==> config.mk <==
export PLATFORM = sky130hd
export DESIGN_NAME = sound_comm_latch
export DESIGN_NICKNAME = d
export VERILOG_FILES = /design/src/rtl/sound_comm_latch.sv
export SDC_FILE = /design/constraint.sdc
export NUM_CORES = 1
export LEC_CHECK = 0
export CAP_MARGIN = 20
export CORE_ASPECT_RATIO = 1.5
export CORE_UTILIZATION = 40
export DETAILED_ROUTE_END_ITERATION = 10
export MAX_ROUTING_LAYER = met4
export PLACE_DENSITY = 0.74
export SLEW_MARGIN = 10
export SYNTH_ARGS = -nofsm -noshare
export SYNTH_HDL_FRONTEND = slang
export SYNTH_SLANG_ARGS = --single-unit
==> constraint.sdc <==
create_clock -name clk -period 1.65 [get_ports clk]
set_clock_uncertainty 0.05 [all_clocks]
set_input_delay 0.2475 -clock clk [delete_from_list [all_inputs] [get_ports clk]]
set_output_delay 0.2475 -clock clk [all_outputs]
set_load 0.01 [all_outputs]
==> src/rtl/sound_comm_latch.sv <==
// Main-CPU side of the 68k <-> 6502 sound communication port: command/reply
// latches, buffer-full and overrun flags, sound NMI pulse and sound reset hold.
module sound_comm_latch #(
  parameter int unsigned NMI_WIDTH  = 4,
  parameter int unsigned RST_CYCLES = 16
) (
  input  logic       clk,
  input  logic       reset,
  input  logic [7:0] main_din,
  input  logic       main_wr_b,
  input  logic       main_rd_b,
  output logic [7:0] main_dout,
  output logic       main_irq,
  output logic [3:0] main_status,
  input  logic       ovr_clr,
  input  logic       snd_rst_req,
  output logic [7:0] SDin68k,
  input  logic [7:0] SDout68k,
  input  logic       WR68k_b,
  input  logic       RD68k_b,
  output logic       SNDNMI_b,
  output logic       ctrl_SNDBUF,
  output logic       ctrl_68kBUF,
  output logic       SNDRST_b
);

  localparam int unsigned NMI_CW = $clog2(NMI_WIDTH + 1);
  localparam int unsigned RST_CW = $clog2(RST_CYCLES + 1);

  typedef enum logic {ST_RUN, ST_HOLD} state_t;

  state_t              r_state;
  logic [RST_CW-1:0]   r_rst_cnt;
  logic [NMI_CW-1:0]   r_nmi_cnt;
  logic                r_main_wr_q;
  logic                r_main_rd_q;
  logic                r_snd_wr_q;
  logic                r_snd_rd_q;
  logic                r_snd_ovr;
  logic                r_main_ovr;

  logic w_main_wr_fall;
  logic w_main_rd_fall;
  logic w_snd_wr_fall;
  logic w_snd_rd_fall;
  logic w_hold;
  logic w_sndbuf_nxt;
  logic w_68kbuf_nxt;

  assign w_main_wr_fall = r_main_wr_q & ~main_wr_b;
  assign w_main_rd_fall = r_main_rd_q & ~main_rd_b;
  assign w_snd_wr_fall  = r_snd_wr_q  & ~WR68k_b;
  assign w_snd_rd_fall  = r_snd_rd_q  & ~RD68k_b;

  // A reset request takes effect on the edge it is sampled, not one cycle later.
  assign w_hold = (r_state == ST_HOLD) | snd_rst_req;

  assign main_status = {r_snd_ovr, r_main_ovr, ctrl_68kBUF, ctrl_SNDBUF};

  // Buffer-full flags: hold forces clear, otherwise set beats clear.
  always_comb begin
    w_sndbuf_nxt = ctrl_SNDBUF;
    w_68kbuf_nxt = ctrl_68kBUF;
    if (w_hold) begin
      w_sndbuf_nxt = 1'b0;
      w_68kbuf_nxt = 1'b0;
    end else begin
      if (w_main_wr_fall)     w_sndbuf_nxt = 1'b1;
      else if (w_snd_rd_fall) w_sndbuf_nxt = 1'b0;
      if (w_snd_wr_fall)       w_68kbuf_nxt = 1'b1;
      else if (w_main_rd_fall) w_68kbuf_nxt = 1'b0;
    end
  end

  always_ff @(posedge clk or posedge reset) begin
    if (reset) begin
      r_state     <= ST_HOLD;
      r_rst_cnt   <= RST_CW'(RST_CYCLES);
      SNDRST_b    <= 1'b0;
      r_nmi_cnt   <= '0;
      SNDNMI_b    <= 1'b1;
      r_main_wr_q <= 1'b1;
      r_main_rd_q <= 1'b1;
      r_snd_wr_q  <= 1'b1;
      r_snd_rd_q  <= 1'b1;
      SDin68k     <= 8'h00;
      main_dout   <= 8'h00;
      ctrl_SNDBUF <= 1'b0;
      ctrl_68kBUF <= 1'b0;
      main_irq    <= 1'b0;
      r_snd_ovr   <= 1'b0;
      r_main_ovr  <= 1'b0;
    end else begin
      r_main_wr_q <= main_wr_b;
      r_main_rd_q <= main_rd_b;
      r_snd_wr_q  <= WR68k_b;
      r_snd_rd_q  <= RD68k_b;

      // Commands always latch, even while the sound side is held in reset.
      if (w_main_wr_fall) SDin68k <= main_din;
      if (!w_hold && w_snd_wr_fall) main_dout <= SDout68k;

      ctrl_SNDBUF <= w_sndbuf_nxt;
      ctrl_68kBUF <= w_68kbuf_nxt;
      main_irq    <= w_68kbuf_nxt;

      if (!w_hold && w_main_wr_fall && ctrl_SNDBUF) r_snd_ovr <= 1'b1;
      else if (ovr_clr)                             r_snd_ovr <= 1'b0;
      if (!w_hold && w_snd_wr_fall && ctrl_68kBUF)  r_main_ovr <= 1'b1;
      else if (ovr_clr)                             r_main_ovr <= 1'b0;

      // NMI pulse; a write during the pulse reloads and stretches it.
      if (w_hold) begin
        SNDNMI_b  <= 1'b1;
        r_nmi_cnt <= '0;
      end else if (w_main_wr_fall) begin
        SNDNMI_b  <= 1'b0;
        r_nmi_cnt <= NMI_CW'(NMI_WIDTH);
      end else if (!SNDNMI_b) begin
        if (r_nmi_cnt == NMI_CW'(1)) begin
          SNDNMI_b  <= 1'b1;
          r_nmi_cnt <= '0;
        end else begin
          r_nmi_cnt <= r_nmi_cnt - NMI_CW'(1);
        end
      end

      if (snd_rst_req) begin
        r_state   <= ST_HOLD;
        r_rst_cnt <= RST_CW'(RST_CYCLES);
        SNDRST_b  <= 1'b0;
      end else begin
        case (r_state)
          ST_HOLD: begin
            if (r_rst_cnt == RST_CW'(1)) begin
              r_state   <= ST_RUN;
              r_rst_cnt <= '0;
              SNDRST_b  <= 1'b1;
            end else begin
              r_rst_cnt <= r_rst_cnt - RST_CW'(1);
            end
          end
          default: begin
            r_state <= ST_RUN;
          end
        endcase
      end
    end
  end

endmodule

==> impl_metrics.json <==
{
  "ys_top_cells_by_count": "28 x dfrtp_1, 16 x mux2_2, 10 x inv_1, 7 x a21oi_1, 7 x dfstp_2",
  "r2r_slack_ps": 90,
  "crit_arrival_ps": 1280,
  "reg2reg_to": "r_rst_cnt[3]",
  "fin_crit_sh_pct": 95.59,
  "synthTopCellsByArea": "dfrtp_1 47%, dfstp_2 12%, mux2_2 12%, ha_1 3.4%, buf_4 2.5%",
  "hold_violations": 0,
  "num-fill-cells": 277,
  "post_cts_buffers": 0,
  "synth_fp_nets": 145,
  "crit_chain": "clkdlybuf4s50_1",
  "synth_fa_ha_area_share_pct": 3.353,
  "yosysSeqAreaShare_pct": 59.26,
  "drt_iter0_drc": 23,
  "place.gp.congestion": 0.7397,
  "synth_top_family_by_area": "multiplexers",
  "cpLargestDelayFamily": "buffers and inverters",
  "cap_violations": 0,
  "postSynthAreaPerCell_sq_um": 12.76,
  "required_ps": 1350,
  "cp_max_fo": 5,
  "synth-edff-count": 0,
  "die_area_sq_um": 3985,
  "num_antenna_cells": 0,
  "ys_seq_elements": 35,
  "synth-simple-area-share_pct": 10.65,
  "clk_root_buffer_cell": "clkbuf_8",
  "port_buffers": 48,
  "grt_use_total_pct": 19.84,
  "drt.antenna.violating_nets": 0,
  "leakage_nw": 0.9366,
  "synthXorXnorAreaFrac_pct": 0.5868,
  "yosysTopAreaCell": "dfrtp_1",
  "syn_to_final_growth_pct": 42.83,
  "layout_setup_ws_ps": 72.74,
  "dr.pass1.iters": 4,
  "synth_warnings": 0,
  "die_y_um": 76.82,
  "grt_pass1_vias": 1202,
  "cp-start-kind": "flop",
  "vdd_drop_max_mv": 0.8982,
  "hold_class": "in -> async",
  "cts_htree_levels": 2,
  "min_period_ps": 1577,
  "crit_buf_inv": 1,
  "grt_max_degree": 36,
  "cts_hold_buf": 0,
  "viasPerCell": 4.940,
  "rr_worst_depth": 3,
  "fin_cells": 215,
  "insertion_delay_ps": 290,
  "antenna_found_initial": 0,
  "coreArea_sq_um": 3481,
  "cts_buffers": 5,
  "synth-async-reset-ratio_pct": 100.0,
  "max_slew.worst_pin.slew_ps": 342.9,
  "post-dp-hpwl_mm": 2.347,
  "crit_path_top_delay_cell": "clkdlybuf4s50_1",
  "drc": 0,
  "wire_per_inst_um": 14.81,
  "r2r_start": "r_state",
  "synth_cell_types": 30,
  "num_vias": 1062,
  "clockBufferDepth": 2,
  "synth_compound_area_share_pct": 7.209,
  "routed_wl_mm": 3.185,
  "clk_pin_slew_ps": 70,
  "grt_pass1_wl_mm": 5.464,
  "synthMuxAreaShare_pct": 12.07,
  "cts_sinks": 35,
  "end_kind": "output port",
  "grt-ovfl-total": 0,
  "cts_resized": 1,
  "crit_type": "reg -> out",
  "synth_ff_type": "dfrtp_1",
  "pin_count": 49,
  "pre_cts_ws_ps": -83.96,
  "final-setup-viol-count": 0,
  "max_freq_mhz": 634.0,
  "outcome": "complete, no violations",
  "synth_top_area_share_pct": 46.94,
  "cp_slowest_stage_delay_ps": 570,
  "nets": 200,
  "synth_area_sq_um": 1493,
  "die_x_um": 51.88,
  "worst-path-stages": 1,
  "yosysMostFrequentCell": "dfrtp_1",
  "rsz0062_at_grt": "no",
  "final_max_slew_viol_count": 0,
  "start_util_pct": 42.88,
  "cts_tree": "yes",
  "dp_cells": 207,
  "max-slew-margin-rel_pct": 77.05,
  "synthCells": 117,
  "rows": 26,
  "p_per_area_nw_per_um2": 1093,
  "drive_gt1_share_pct": 24.28
}
[through the flow]
stage               cell area, sq um  hold WS (ps)  power (mW)  setup TNS [ps]  utilization [%]
floorplan                       1493         202.0       1.352               0                -
global placement                2033         432.1       1.625          -452.5            58.41
detailed placement              2033         445.0       1.660          -578.4            58.41
CTS                             2132         262.5       2.363               0            61.25
global route                    2132         278.4       2.464               0            61.25
finish                          2132         258.3       2.330               0            61.25
[state kept, by name (all words and copies together), names as in the netlist, 3 cells and up]
name and cells:
SDin68k 8, r_nmi_cnt 3, main_dout 8, r_rst_cnt 5
[per-layer routing]
| layer | GRT usage (%) | up-vias | wire (um) |
|---|---|---|---|
| met5 | - | - | 0 |
| met4 | 8.919 | 0 | 76 |
| met3 | 7.540 | 8 | 148 |
| met2 | 33.21 | 32 | 1763 |
| met1 | 19.61 | 526 | 1197 |
| li1 | - | 496 | - |
[where the power goes]
| part | leakage (nW) | internal, mW | switching (mW) |
|---|---|---|---|
| Combinational | 0.445 | 0.343 | 0.215 |
| Clock | 0.0515 | 0.381 | 0.310 |
| Sequential | 0.440 | 0.997 | 0.0838 |
[kinds of logic after synthesis]
kind of cell               count (synthesis)
DFF                                       35
and+or+nand+nor                           26
buffers and inverters                     18
AOI/OAI and AO/OA                         17
muxes                                     16
adders and majority gates                  4
xor gates and xnor gates                   1
[area by class of cell]
type / count / area (sq um) / share of cell area, %
flip-flops and latches: 35 / 884.6 / 41.49
clock buffers: 8 / 100.1 / 4.695
repair buffers: 56 / 551.8 / 25.88
multi-input cells: 64 / 505.5 / 23.71
inverters: 10 / 37.54 / 1.761
well taps: 42 / 52.55 / 2.465
[worst max path at each step]
stage / from / slack [ps] / endpoint
after floorplan: r_state / 20 / r_rst_cnt[3]
final: ctrl_68kBUF / 70 / ctrl_68kBUF
after global routing: ctrl_68kBUF / 6 / ctrl_68kBUF
after detailed placement: snd_rst_req / -80 / main_dout[3]
after global placement: snd_rst_req / -60 / main_dout[3]
after CTS: ctrl_68kBUF / 50 / ctrl_68kBUF
[layout by cell type, fill, tap and decap left out, drive strengths merged, types with 3 or more instances in the layout]
cell type and instances:
nand2b 3, dfrtp 28, or3 3, dfstp 7
a21oi 8, clkbuf 8, nor2 6, ha 4
nor4b 3, inv 10, clkdlybuf4s50 47, mux2 16
o21ai 3, buf 8, nand2 5
Power figures use the tool's default switching activity.
